`config.mk`:
```
export PLATFORM = sky130hd
export DESIGN_NAME = axi_rr_packet_mux
export DESIGN_NICKNAME = d
export VERILOG_FILES = /design/src/rtl/axi_rr_packet_mux.sv
export SDC_FILE = /design/constraint.sdc
export NUM_CORES = 1
export LEC_CHECK = 0
export BUFFER_PORTS_ARGS = -buffer_cell sky130_fd_sc_hd__clkbuf_2
export CAP_MARGIN = 30
export CELL_PAD_IN_SITES_DETAIL_PLACEMENT = 0
export CELL_PAD_IN_SITES_GLOBAL_PLACEMENT = 1
export CORE_ASPECT_RATIO = 0.9
export CORE_UTILIZATION = 28
export DETAILED_ROUTE_END_ITERATION = 7
export PLACE_DENSITY = 0.83
export SYNTH_ARGS = -nofsm -noshare
export SYNTH_HDL_FRONTEND = slang
export SYNTH_SLANG_ARGS = --single-unit
```
`constraint.sdc`:
```
create_clock -name clk -period 1.9 [get_ports clk]
set_input_delay 0.57 -clock clk [delete_from_list [all_inputs] [get_ports clk]]
set_output_delay 0.57 -clock clk [all_outputs]
set_load 0.01 [all_outputs]
```
`src/rtl/axi_rr_packet_mux.sv`:
```
// Packet-granular round-robin merge of NUM_STREAMS AXI4-Stream inputs onto one registered output.
// Define AXI_RR_MUX_SELECT_EN to add the per-packet select stream consumed by the downstream demux.
module axi_rr_packet_mux #(
    parameter int unsigned  NUM_STREAMS   = 2,
    parameter int unsigned  AXI_DATA_BITS = 32,
    localparam int unsigned SEL_BITS      = $clog2(NUM_STREAMS),
    localparam int unsigned KEEP_BITS     = AXI_DATA_BITS / 8
) (
    input  logic                                      clk,
    input  logic                                      rst,
    input  logic [NUM_STREAMS-1:0]                    in_tvalid,
    output logic [NUM_STREAMS-1:0]                    in_tready,
    input  logic [NUM_STREAMS-1:0][AXI_DATA_BITS-1:0] in_tdata,
    input  logic [NUM_STREAMS-1:0][KEEP_BITS-1:0]     in_tkeep,
    input  logic [NUM_STREAMS-1:0]                    in_tlast,
`ifdef AXI_RR_MUX_SELECT_EN
    output logic                                      select_valid,
    input  logic                                      select_ready,
    output logic [SEL_BITS-1:0]                       select_data,
`endif
    output logic                                      out_tvalid,
    input  logic                                      out_tready,
    output logic [AXI_DATA_BITS-1:0]                  out_tdata,
    output logic [KEEP_BITS-1:0]                      out_tkeep,
    output logic                                      out_tlast
);

    typedef enum logic {
        IDLE  = 1'b0,
        GRANT = 1'b1
    } state_t;

    state_t              state_q, state_d;
    logic [SEL_BITS-1:0] ptr_q, ptr_d;
    logic [SEL_BITS-1:0] grant_q, grant_d;
    logic [SEL_BITS-1:0] cand_idx;
    logic                cand_found;
    int unsigned         scan_idx;
    logic                reg_free;
    logic                sel_free;
    logic                arb_fire;
    logic                beat_xfer;

    assign reg_free = !out_tvalid || out_tready;

`ifdef AXI_RR_MUX_SELECT_EN
    assign sel_free = !select_valid || select_ready;
`else
    assign sel_free = 1'b1;
`endif

    // First valid input at or after the rotating pointer
    always_comb begin
        cand_found = 1'b0;
        cand_idx   = '0;
        scan_idx   = 0;
        for (int unsigned k = 0; k < NUM_STREAMS; k++) begin
            scan_idx = (32'(ptr_q) + k) % NUM_STREAMS;
            if (!cand_found && in_tvalid[SEL_BITS'(scan_idx)]) begin
                cand_found = 1'b1;
                cand_idx   = SEL_BITS'(scan_idx);
            end
        end
    end

    // Next-state and handshake decode; tready never depends on any tvalid
    always_comb begin
        state_d   = state_q;
        ptr_d     = ptr_q;
        grant_d   = grant_q;
        arb_fire  = 1'b0;
        beat_xfer = 1'b0;
        in_tready = '0;
        case (state_q)
            IDLE: begin
                arb_fire = cand_found && sel_free;
                if (arb_fire) begin
                    grant_d = cand_idx;
                    state_d = GRANT;
                end
            end
            GRANT: begin
                in_tready[grant_q] = reg_free;
                beat_xfer          = in_tvalid[grant_q] && reg_free;
                if (beat_xfer && in_tlast[grant_q]) begin
                    ptr_d   = (grant_q == SEL_BITS'(NUM_STREAMS - 1)) ? '0 : grant_q + SEL_BITS'(1);
                    state_d = IDLE;
                end
            end
            default: state_d = IDLE;
        endcase
    end

    always_ff @(posedge clk) begin
        if (rst) begin
            state_q <= IDLE;
            ptr_q   <= '0;
            grant_q <= '0;
        end else begin
            state_q <= state_d;
            ptr_q   <= ptr_d;
            grant_q <= grant_d;
        end
    end

    // One-entry output register; loads and drains in the same cycle
    always_ff @(posedge clk) begin
        if (rst) begin
            out_tvalid <= 1'b0;
            out_tdata  <= '0;
            out_tkeep  <= '0;
            out_tlast  <= 1'b0;
        end else if (beat_xfer) begin
            out_tvalid <= 1'b1;
            out_tdata  <= in_tdata[grant_q];
            out_tkeep  <= in_tkeep[grant_q];
            out_tlast  <= in_tlast[grant_q];
        end else if (out_tready) begin
            out_tvalid <= 1'b0;
        end
    end

`ifdef AXI_RR_MUX_SELECT_EN
    // Select register holds the granted index until the demux side takes it
    always_ff @(posedge clk) begin
        if (rst) begin
            select_valid <= 1'b0;
            select_data  <= '0;
        end else if (arb_fire) begin
            select_valid <= 1'b1;
            select_data  <= cand_idx;
        end else if (select_ready) begin
            select_valid <= 1'b0;
        end
    end
`endif

endmodule

```
==> summary.md, run 1 <==
| Metric | Value |
|---|---|
| Die H | between 80 and 90 um |
| Status | finished, final reports clean |
| Post-route minimum period | 1.748 ns |
| Synthesized Nets | 281 |
| Fill count | 716 |
| Least-Margin Pin Slew | 0.4926 ns |
| Sw Ratio | 29.63% |
| Fin cells | around 400 |
| CTS tree | yes |
| Synthesis-stage register bit count | 41 |
| Pwr Total | 2.099 mW |
| Mean Syn Cell Area | 10.01 um2 |
| # diodes | 0 |
| Tot GR Track Use | between 10% and 20% |
| Worst Hold Class | flop to flop |
| GP Congestion | about 0.75 |
| Crit-path max FO | 5 |
| Final Hold Viols | 0 |
| DRC | 0 |
| P per Cell Area | 762.5 nW/um2 |
| Seq/Total Area, Yosys | 40.59% |
| Startpoint Class | primary input |
| Total Nets Final | between 300 and 400 |
| CP most frequent cell | clkbuf_2 |
| Hold depth | 2 |
| Maximum capacitance violations | 0 |
| VDD IR max | 0.2479 mV |
| Highest clock rate | between 500 and 600 MHz |
| Worst Path Arrival | 1.18 ns |
| Post-Syn Instances | 202 |
| Drt initial violations | 47 |
| I/O pins | 119 |
| Headroom to the max-slew limit | 67.16% |
| Setup slack, reg-to-reg | 0.43 ns |
| Core area | 7003 um2 |
| Area contributors post-synth | dfxtp_1 (41%), mux2i_1 (18%), a31oi_1 (11%), a211oi_1 (10%), a211oi_2 (5.6%) |
| Vias in the first global route | 1943 |
| Final setup violation count | 0 |
| Clock Latency Late Sink | approximately 0.29 ns |
| Post-DP HPWL | 3852 um |
| Post-CTS setup buffer count | 0 |
| Cells after DPL | a little under 400 |
| Share of layout cells above drive strength 1 | 48.05% |
| Initial Utilization | 28.87% |
| Setup TNS | 0 ns |
| Clock skew | between 0.007 and 0.008 ns |
| WS Path Type | primary input to primary output |
| CTS clk-pin slew, worst paths | about 0.070 ns |
| Root Driver | clkbuf_8 |
| Via-to-Cell Ratio | 5.010 |
| CP max-delay cell | nand2b_2 |
| Wire per inst | 13.44 um |
| Clk buf depth | 2 |
| Largest net degree at the start of global routing | 40 |
| GRT overflow | 0 |
| Unrepaired setup endpoints after global routing | no |
| Initial antenna violation count | 0 |
| Drt first pass iters | 4 |
| Sink Count | 41 |
| Warnings from Yosys | 0 |
| Layout area overhead | 36.14% |
| # resized after CTS | 0 |
| Crit path cell chain | clkbuf_2, nand2b_2, and3_1, clkbuf_2 |
| Internal power component | 1.477 mW |
| Port Buffers | about 120 |
| Leak | about 1.2 nW |
| Count of hold-fix buffers inserted at cts | 0 |
| Final slew viol count | 0 |
| Die W | 91.58 um |
| Post-synth top area cell | dfxtp_1 |
| Final worst-path cycle share | 91.99% |
| Comb pwr share | 25.4% |
| Std-Cell Rows | 29 |
| Reg2Reg Depth | 4 |
| Switching power total | a little over 600 uW |
| Power share of the sequential group | about 47% |
| Most frequent cells in the layout | clkbuf_2 (118), dfxtp_1 (39), a31oi_1 (37), mux2i_1 (36), a211oi_1 (28) |
| Post-synthesis cell area | roughly 2000 um2 |
| Vias | 2009 |
| CP max stage delay | 0.20 ns |
| First-pass GRT wire length | 8880 um |
| Setup crit end kind | primary output |
| CTS H-tree depth | 2 |
| Wirelength, routed | between 5000 and 6000 um |
| Critical Path RT | 1.33 ns |
| Synth unique cells | 26 |
| Clk network pwr share | 27.7% |
| Most common cell after layout, fill and taps aside | clkbuf_2 |
| Die area | ~7600 um2 |
| Antenna-violating nets left | 0 |
| Top cell type's share of synthesized area | between 40% and 50% |
| CTS Buf Count | 5 |
==> per-stage QoR <==
step	hold WS, ns	worst slack (ns)	area, um2	utilization, %
after floorplan	0.4924	0.03898	2023	-
after global placement	0.5084	0.1452	2666	38.07
after detailed placement	0.5248	0.09645	2666	38.07
after CTS	0.5345	0.1341	2753	39.31
after global routing	0.5708	0.1286	2753	39.31
final	0.5271	0.1521	2753	39.31
==> cell usage after synthesis (all sizes together) <==
master  instances
a31oi          37
nor2            1
a211oi         37
o211ai          2
nand2b          4
clkinv          1
buf            10
inv             1
a311oi          1
dfxtp          41
nor3            1
nand3           1
nand2           3
mux2i          36
and3b           1
clkbuf         18
a21oi           2
nand4b          1
o21ai           1
mux2            1
and3            2
==> state kept, by name, summed over array words and instances, names as in the netlist <==
name / cells
out_tlast: 1
grant_q: 1
out_tvalid: 1
ptr_q: 1
state_q: 1
out_tdata: 32
out_tkeep: 4
==> final timing paths <==
path / to / startpoint
worst max-delay path: in_tready[1] / out_tready
worst max register to register: out_tdata[3] / grant_q
worst min register to register: ptr_q / ptr_q
worst min-delay path: ptr_q / ptr_q
==> power by group through the flow <==
stage / clock network (mW) / logic (mW) / registers, mW
after floorplan: 0 / 0.315 / 1.03
after global placement: 0 / 0.525 / 1.00
after detailed placement: 0 / 0.538 / 1.01
after CTS: 0.601 / 0.539 / 0.986
after global routing: 0.642 / 0.593 / 0.997
final: 0.580 / 0.533 / 0.986
==> cell type report <==
class | instances | area [um2] | share of cell area (%)
timing repair buffer | 127 | 658.1 | 23.91
tap | 93 | 116.4 | 4.227
inverter | 2 | 7.507 | 0.2727
multi-input combinational | 131 | 1061 | 38.55
clock buffer | 7 | 86.33 | 3.136
sequential | 41 | 823.3 | 29.91
==> layer usage <==
| layer | vias up | GRT usage [%] | wire length (um) |
|---|---|---|---|
| li1 | 998 | - | - |
| met1 | 935 | 16.88 | 2430 |
| met2 | 72 | 27.29 | 2626 |
| met3 | 4 | 2.930 | 270 |
| met4 | 0 | 5.238 | 60 |
| met5 | - | 0 | 0 |
==> critical path: cells and delay by family <==
kind / cells / cell delay, ns
buffers and inverters: 2 / 0.20
and+or+nand+nor: 2 / 0.40
==> logic make-up after synthesis <==
logic type | Yosys count | share of synthesized area (%)
buffers and inverters | 30 | 7.054
AOI/OAI and AO/OA | 80 | 29.58
and+or+nand+nor | 14 | 4.207
DFF | 41 | 40.59
muxes | 37 | 18.56
Note: power is estimated with default switching activity, not from simulation.
==> inputs of run 2 (changes only) <==
CAP_MARGIN = unset   (was 30)
HOLD_SLACK_MARGIN = 0.08   (was unset)
clock period = 1.5 ns   (was 1.9 ns; I/O delays follow)
==> run 2 against run 1 <==
Sequential share of layout area shrank 0.47 points; clock power grew 25%; sequential power is 27% higher; cell count increased by 1.0%; critical path depth shrank 1; non-clock buffer count rose by 4; wire length fell by 0.45%; register-to-register slack got worse by 0.39 ns; die area unchanged; first-iteration DRC count up 94%; largest power group unchanged; combinational power grew 31%.
==> summary.md, run 2 (synthesis results as in run 1) <==
| Metric | Value |
|---|---|
| Hold WS | 0.4583 ns (-0.06886 ns) |
| Most frequent cells in the layout | clkbuf_2 (116), dfxtp_1 (38), a31oi_1 (37), mux2i_1 (36), a211oi_1 (28) |
| Unrepaired setup endpoints after global routing | yes |
| Die area | 7565 um2 (unchanged) |
| Via-to-Cell Ratio | 5.002 (-0.15%) |
| Layout area overhead | 38.92% |
| Share of layout cells above drive strength 1 | 49.68% (+1.6 points) |
| Status | finished, final reports clean |
| Top reg by flops | out_tdata |
| Sink Count | 41 (unchanged) |
| P per Cell Area | 950.8 nW/um2 (+25%) |
| Highest clock rate | slightly below 700 MHz |
| Tot GR Track Use | 14.50% (-0.16 points) |
| Post-layout util | 40.11% (+0.80 points) |
| Fin cells | 405 (+1.0%) |
| Post-route setup slack | 0.03786 ns (-0.1143 ns) |
| Vias in the first global route | 1888 (-2.8%) |
| Place WS | -0.04182 ns (-0.1383 ns) |
| Clock Latency Late Sink | 0.29 ns (about the same) |
| Worst Path Arrival | 1.01 ns (-0.17 ns) |
| Initial Utilization | 28.87% (unchanged) |
| Largest net degree at the start of global routing | 40 (unchanged) |
| Clk network pwr share | 27.1% (-0.6 points) |
| Std-Cell Rows | 29 (unchanged) |
| Area post-placement | 2704 um2 (+1.4%) |
| DRC | 0 (unchanged) |
| Root Driver | clkbuf_8 |
| Initial antenna violation count | 0 (unchanged) |
| Post-CTS setup buffer count | 0 (unchanged) |
| Final setup violation count | 0 (unchanged) |
| Critical Path RT | 1.05 ns (-0.28 ns) |
| Drt initial violations | 91 (+94%) |
| Worst Hold Class | primary input to flop |
| I/O pins | 119 (unchanged) |
| Post-DP HPWL | 3922 um (+1.8%) |
| Clock skew | 0.008177 ns (+0.0008887 ns) |
| Count of hold-fix buffers inserted at cts | 0 (unchanged) |
| GRT overflow | 0 (unchanged) |
| Startpoint Class | flop |
| Final worst-path cycle share | 97.48% |
| Maximum capacitance violations | 0 (unchanged) |
| Core area | 7003 um2 (unchanged) |
| Die W | 91.58 um (unchanged) |
| Post-route cell area | 2809 um2 (+2.0%) |
| Comb pwr share | 26.2% (+0.8 points) |
| Post-route minimum period | 1.462 ns |
| Setup TNS | 0 ns (unchanged) |
| Power share of the sequential group | 46.7% (-0.3 points) |
| Crit-path max FO | 5 (unchanged) |
| WS Path Type | flop to primary output |
| Most common cell after layout, fill and taps aside | clkbuf_2 |
| Total Nets Final | 391 (+1.0%) |
| Sw Ratio | 29.35% (-0.28 points) |
| First-pass GRT wire length | 8763 um (-1.3%) |
| Final Hold Viols | 0 (unchanged) |
| CTS Buf Count | 5 (unchanged) |
| Headroom to the max-slew limit | 66.41% (-0.75 points) |
| Internal power component | 1.887 mW (+28%) |
| Die H | 82.62 um (unchanged) |
| Least-Margin Pin Slew | 0.5038 ns (+0.01122 ns) |
| Wirelength, routed | 5364 um (-0.45%) |
| Switching power total | 783.9 uW (+26%) |
| Clk buf depth | 2 (unchanged) |
| Final slew viol count | 0 (unchanged) |
| Cells after DPL | 398 (+1.0%) |
| Drt first pass iters | 4 (unchanged) |
| Port Buffers | 118 (unchanged) |
| Max reg flops | 32 (unchanged) |
| CTS H-tree depth | 2 (unchanged) |
| Setup crit end kind | primary output |
| Biggest regs | out_tdata: 32 flops, out_tkeep: 4 flops |
| Vias | 2026 (+0.85%) |
| CTS clk-pin slew, worst paths | 0.08 ns (about the same) |
| Antenna-violating nets left | 0 (unchanged) |
| Leak | 1.198 nW (+2.3%) |
| GP Congestion | 0.6494 (-14%) |
| # diodes | 0 (unchanged) |
| CTS tree | yes |
| VDD IR max | 0.3245 mV (+31%) |
| Wire per inst | 13.24 um (-1.4%) |
| Pwr Total | 2.671 mW (+27%) |
-- run 2: repair_timing --
| action | in CTS | in global routing |
|---|---|---|
| pin swaps | 0 | 1 |
| resized for setup | 3 | 4 |
| endpoints found under the hold margin | 0 | 0 |
| cloned | 0 | 0 |
| endpoints found under the setup margin | 2 | 5 |
-- run 2: area by class of cell --
type,instances,area [um2]
multi-input cells,131,1074
well taps,93,116.4
repair buffers,131,698.2
fillers,731,4194
clock buffers,7,86.33
flip-flops and latches,41,827.0
inverters,2,7.507
-- run 2: worst max-delay path, stage by stage, from the launching register on --
cell and delay (ns):
dfxtp_4 0.38, buf_6 0.14, nor2_2 0.09, buf_2 0.12
-- run 2: worst paths after layout --
check,from,to,slack (ns),depth (start not counted)
worst max-delay path,grant_q,in_tready[0],0.04,3
worst min-delay path,in_tvalid[1],grant_q,0.46,3
worst max register to register,grant_q,out_tdata[27],0.04,3
worst min register to register,ptr_q,ptr_q,0.54,2
-- run 2: metal layers --
metal	vias up	part of all wire [%]	wire length, um	global-route usage (%)
li1	1003	-	-	-
met1	941	46	2461	18.16
met2	76	47	2539	25.04
met3	6	5.5	297	3.114
met4	0	1.2	65	4.762
met5	-	0	0	0
-- run 2: power groups by stage --
stage | registers, mW | clock network (mW) | logic [mW]
final | 1.25 | 0.724 | 0.700
after global placement | 1.27 | 0 | 0.681
after floorplan | 1.30 | 0 | 0.404
after CTS | 1.25 | 0.749 | 0.702
after detailed placement | 1.27 | 0 | 0.700
after global routing | 1.26 | 0.799 | 0.779
==> inputs of run 3 (changes only) <==
clock period = 1.3 ns   (was 1.5 ns; I/O delays follow)
==> run 3 against run 2 <==
Die area stayed put; utilization is 3.4 points higher; the run now ends with negative setup slack left; largest power group unchanged; design area is 8.5% higher; sequential share of layout area is 2.3 points lower.
==> summary.md, run 3 (synthesis results as in run 1) <==
| Metric | Value |
|---|---|
| Post-route cell area | 3047 um2 (+8.5%) |
| Via-to-Cell Ratio | 5.036 (+0.68%) |
| M2 GR Usage | 24.44% (-0.60 points) |
| Highest clock rate | 709.2 MHz |
| # diodes | 0 (unchanged) |
| Die W | 91.58 um (unchanged) |
| Drt initial violations | 41 (-55%) |
| GRT busiest layer | met2 |
| Final setup violation count | 32 (+32) |
| WS Path Type | flop to primary output |
| Met3 Resource Use GR | 3.388% (+0.27 points) |
| CTS Buf Count | 5 (unchanged) |
| Vias | 2070 (+2.2%) |
| Clock Latency Late Sink | 0.29 ns (about the same) |
| Sink Count | 41 (unchanged) |
| HP Start | rst |
| Wire per inst | 14.00 um (+5.7%) |
| Port Buffers | 118 (unchanged) |
| Reg2Reg Launch Point | grant_q |
| GRT met1 Usage | 16.46% (-1.7 points) |
| Initial antenna violation count | 0 (unchanged) |
| Largest net degree at the start of global routing | 40 (unchanged) |
| Core area | 7003 um2 (unchanged) |
| Maximum capacitance violations | 0 (unchanged) |
| Count of hold-fix buffers inserted at cts | 0 (unchanged) |
| Worst Hold Class | primary input to flop |
| Least-Margin Pin Slew | 0.3496 ns (-0.1542 ns) |
| Biggest regs | out_tdata: 32 flops, out_tkeep: 4 flops |
| Post-route minimum period | 1.410 ns |
| Startpoint Class | flop |
| Vias in the first global route | 1828 (-3.2%) |
| Root Driver | clkbuf_8 |
| Critical Path RT | 0.91 ns (-0.14 ns) |
| Area post-placement | 2716 um2 (+0.46%) |
| Share of layout cells above drive strength 1 | 57.55% (+7.9 points) |
| Leak | 1.255 nW (+4.7%) |
| Violated checks | negative setup slack |
| Top reg by flops | out_tdata |
| Crit-path max FO | 3 (-2) |
| Final Hold Viols | 0 (unchanged) |
| Final worst-path cycle share | 108.5% |
| Status | finished, violations left |
| Critical Path Start | grant_q |
| CTS clk-pin slew, worst paths | 0.07 ns (about the same) |
| Place WS | -0.2050 ns (-0.1632 ns) |
| GRT overflow | 0 (unchanged) |
| Setup crit end kind | primary output |
| GP Congestion | 0.6575 (+1.2%) |
| DRC | 0 (unchanged) |
| CP max-delay cell | dfxtp_4 |
| I/O pins | 119 (unchanged) |
| Die area | 7565 um2 (unchanged) |
| CP max stage delay | 0.38 ns (about the same) |
| CTS H-tree depth | 2 (unchanged) |
| Unrepaired setup endpoints after global routing | yes |
| Die H | 82.62 um (unchanged) |
| Worst Path Arrival | 1.02 ns (about the same) |
| Crit path cell chain | buf_8, and3_4, buf_6 |
| Tot GR Track Use | 13.78% (-0.71 points) |
| Total Nets Final | 397 (+1.5%) |
| Layout area overhead | 50.68% |
| Clk buf depth | 2 (unchanged) |
| Wirelength, routed | 5756 um (+7.3%) |
| VDD IR max | 0.3396 mV (+4.6%) |
| P per Cell Area | 1058 nW/um2 (+11%) |
| Final slew viol count | 0 (unchanged) |
| CTS tree | yes |
| Post-route setup slack | -0.1100 ns (-0.1478 ns) |
| Most frequent cells in the layout | clkbuf_2 (116), dfxtp_1 (38), mux2i_1 (36), a31oi_1 (25), a211oi_1 (19) |
| Antenna-violating nets left | 0 (unchanged) |
| Clock skew | 0.005704 ns (-0.002473 ns) |
| Max reg flops | 32 (unchanged) |
| First-pass GRT wire length | 8397 um (-4.2%) |
| Initial Utilization | 28.87% (unchanged) |
| Drt first pass iters | 4 (unchanged) |
| Post-DP HPWL | 4007 um (+2.2%) |
| Headroom to the max-slew limit | 76.70% (+10 points) |
| Std-Cell Rows | 29 (unchanged) |
| Most common cell after layout, fill and taps aside | clkbuf_2 |
==> run 3: changes by cell type in the layout (fill, tap and decap cells not counted), moves of 2 or more <==
cell      delta
a31oi_1     -12
a211oi_1     -9
a211oi_2     +9
a31oi_2      +7
a31oi_4      +5
buf_6        +2
buf_8        +2
==> run 3: worst paths after layout <==
path	to	slack (ns)	depth (start not counted)
min reg2reg	out_tkeep[3]	0.55	2
max	in_tready[1]	-0.11	3
min	grant_q	0.31	2
max reg2reg	out_tdata[10]	-0.04	3
==> run 3: what timing repair did <==
action / 4_1_cts / 5_1_grt
endpoints found under the setup margin: 41 / 41
pin swaps: 3 / 4
gates cloned: 0 / 1
buffers inserted: 2 / 2
resized for setup: 4 / 36
==> run 3: cell type report <==
type                            instances  area [um2]
Fill cell                             684        3956
Tap cell                               93       116.4
Multi-Input combinational cell        132        1251
Clock buffer                            7       86.33
Timing Repair Buffer                  136       758.2
Sequential cell                        41       827.0
Inverter                                2       7.507
==> run 3: metrics by stage <==
| stage | hold WS, ns | total power, mW | setup TNS [ns] | util [%] | cells |
|---|---|---|---|---|---|
| after floorplan | 0.5058 | 1.979 | -2.081 | - | 202 |
| after global placement | 0.5304 | 2.260 | -4.391 | 38.79 | 399 |
| after detailed placement | 0.5353 | 2.280 | -6.480 | 38.79 | 399 |
| after CTS | 0.3023 | 3.133 | -3.632 | 40.40 | 408 |
| after global routing | 0.3076 | 3.409 | -2.323 | 43.51 | 411 |
| final | 0.3139 | 3.222 | -0.6976 | 43.51 | 411 |
==> run 3: worst max-delay path: cells and delay by family, from the launching register on <==
family	cells	cell delay (ns)
AND/OR/NAND/NOR	1	0.16
flip-flops	1	0.38
buffers and inverters	2	0.19
==> run 3: metal layers <==
| layer | part of all wire (%) | vias to the layer above | wire length, um |
|---|---|---|---|
| met5 | 0 | - | 0 |
| met3 | 5.4 | 10 | 308 |
| met1 | 44 | 964 | 2523 |
| met4 | 1.7 | 0 | 97 |
| met2 | 49 | 76 | 2826 |
| li1 | - | 1020 | - |
==> run 3: report_power, final <==
part / total [mW] / switching, mW / leakage, nW / internal (mW)
Clock: 0.841 / 0.419 / 0.0443 / 0.422
Sequential: 1.45 / 0.0799 / 0.339 / 1.37
Combinational: 0.930 / 0.480 / 0.872 / 0.450
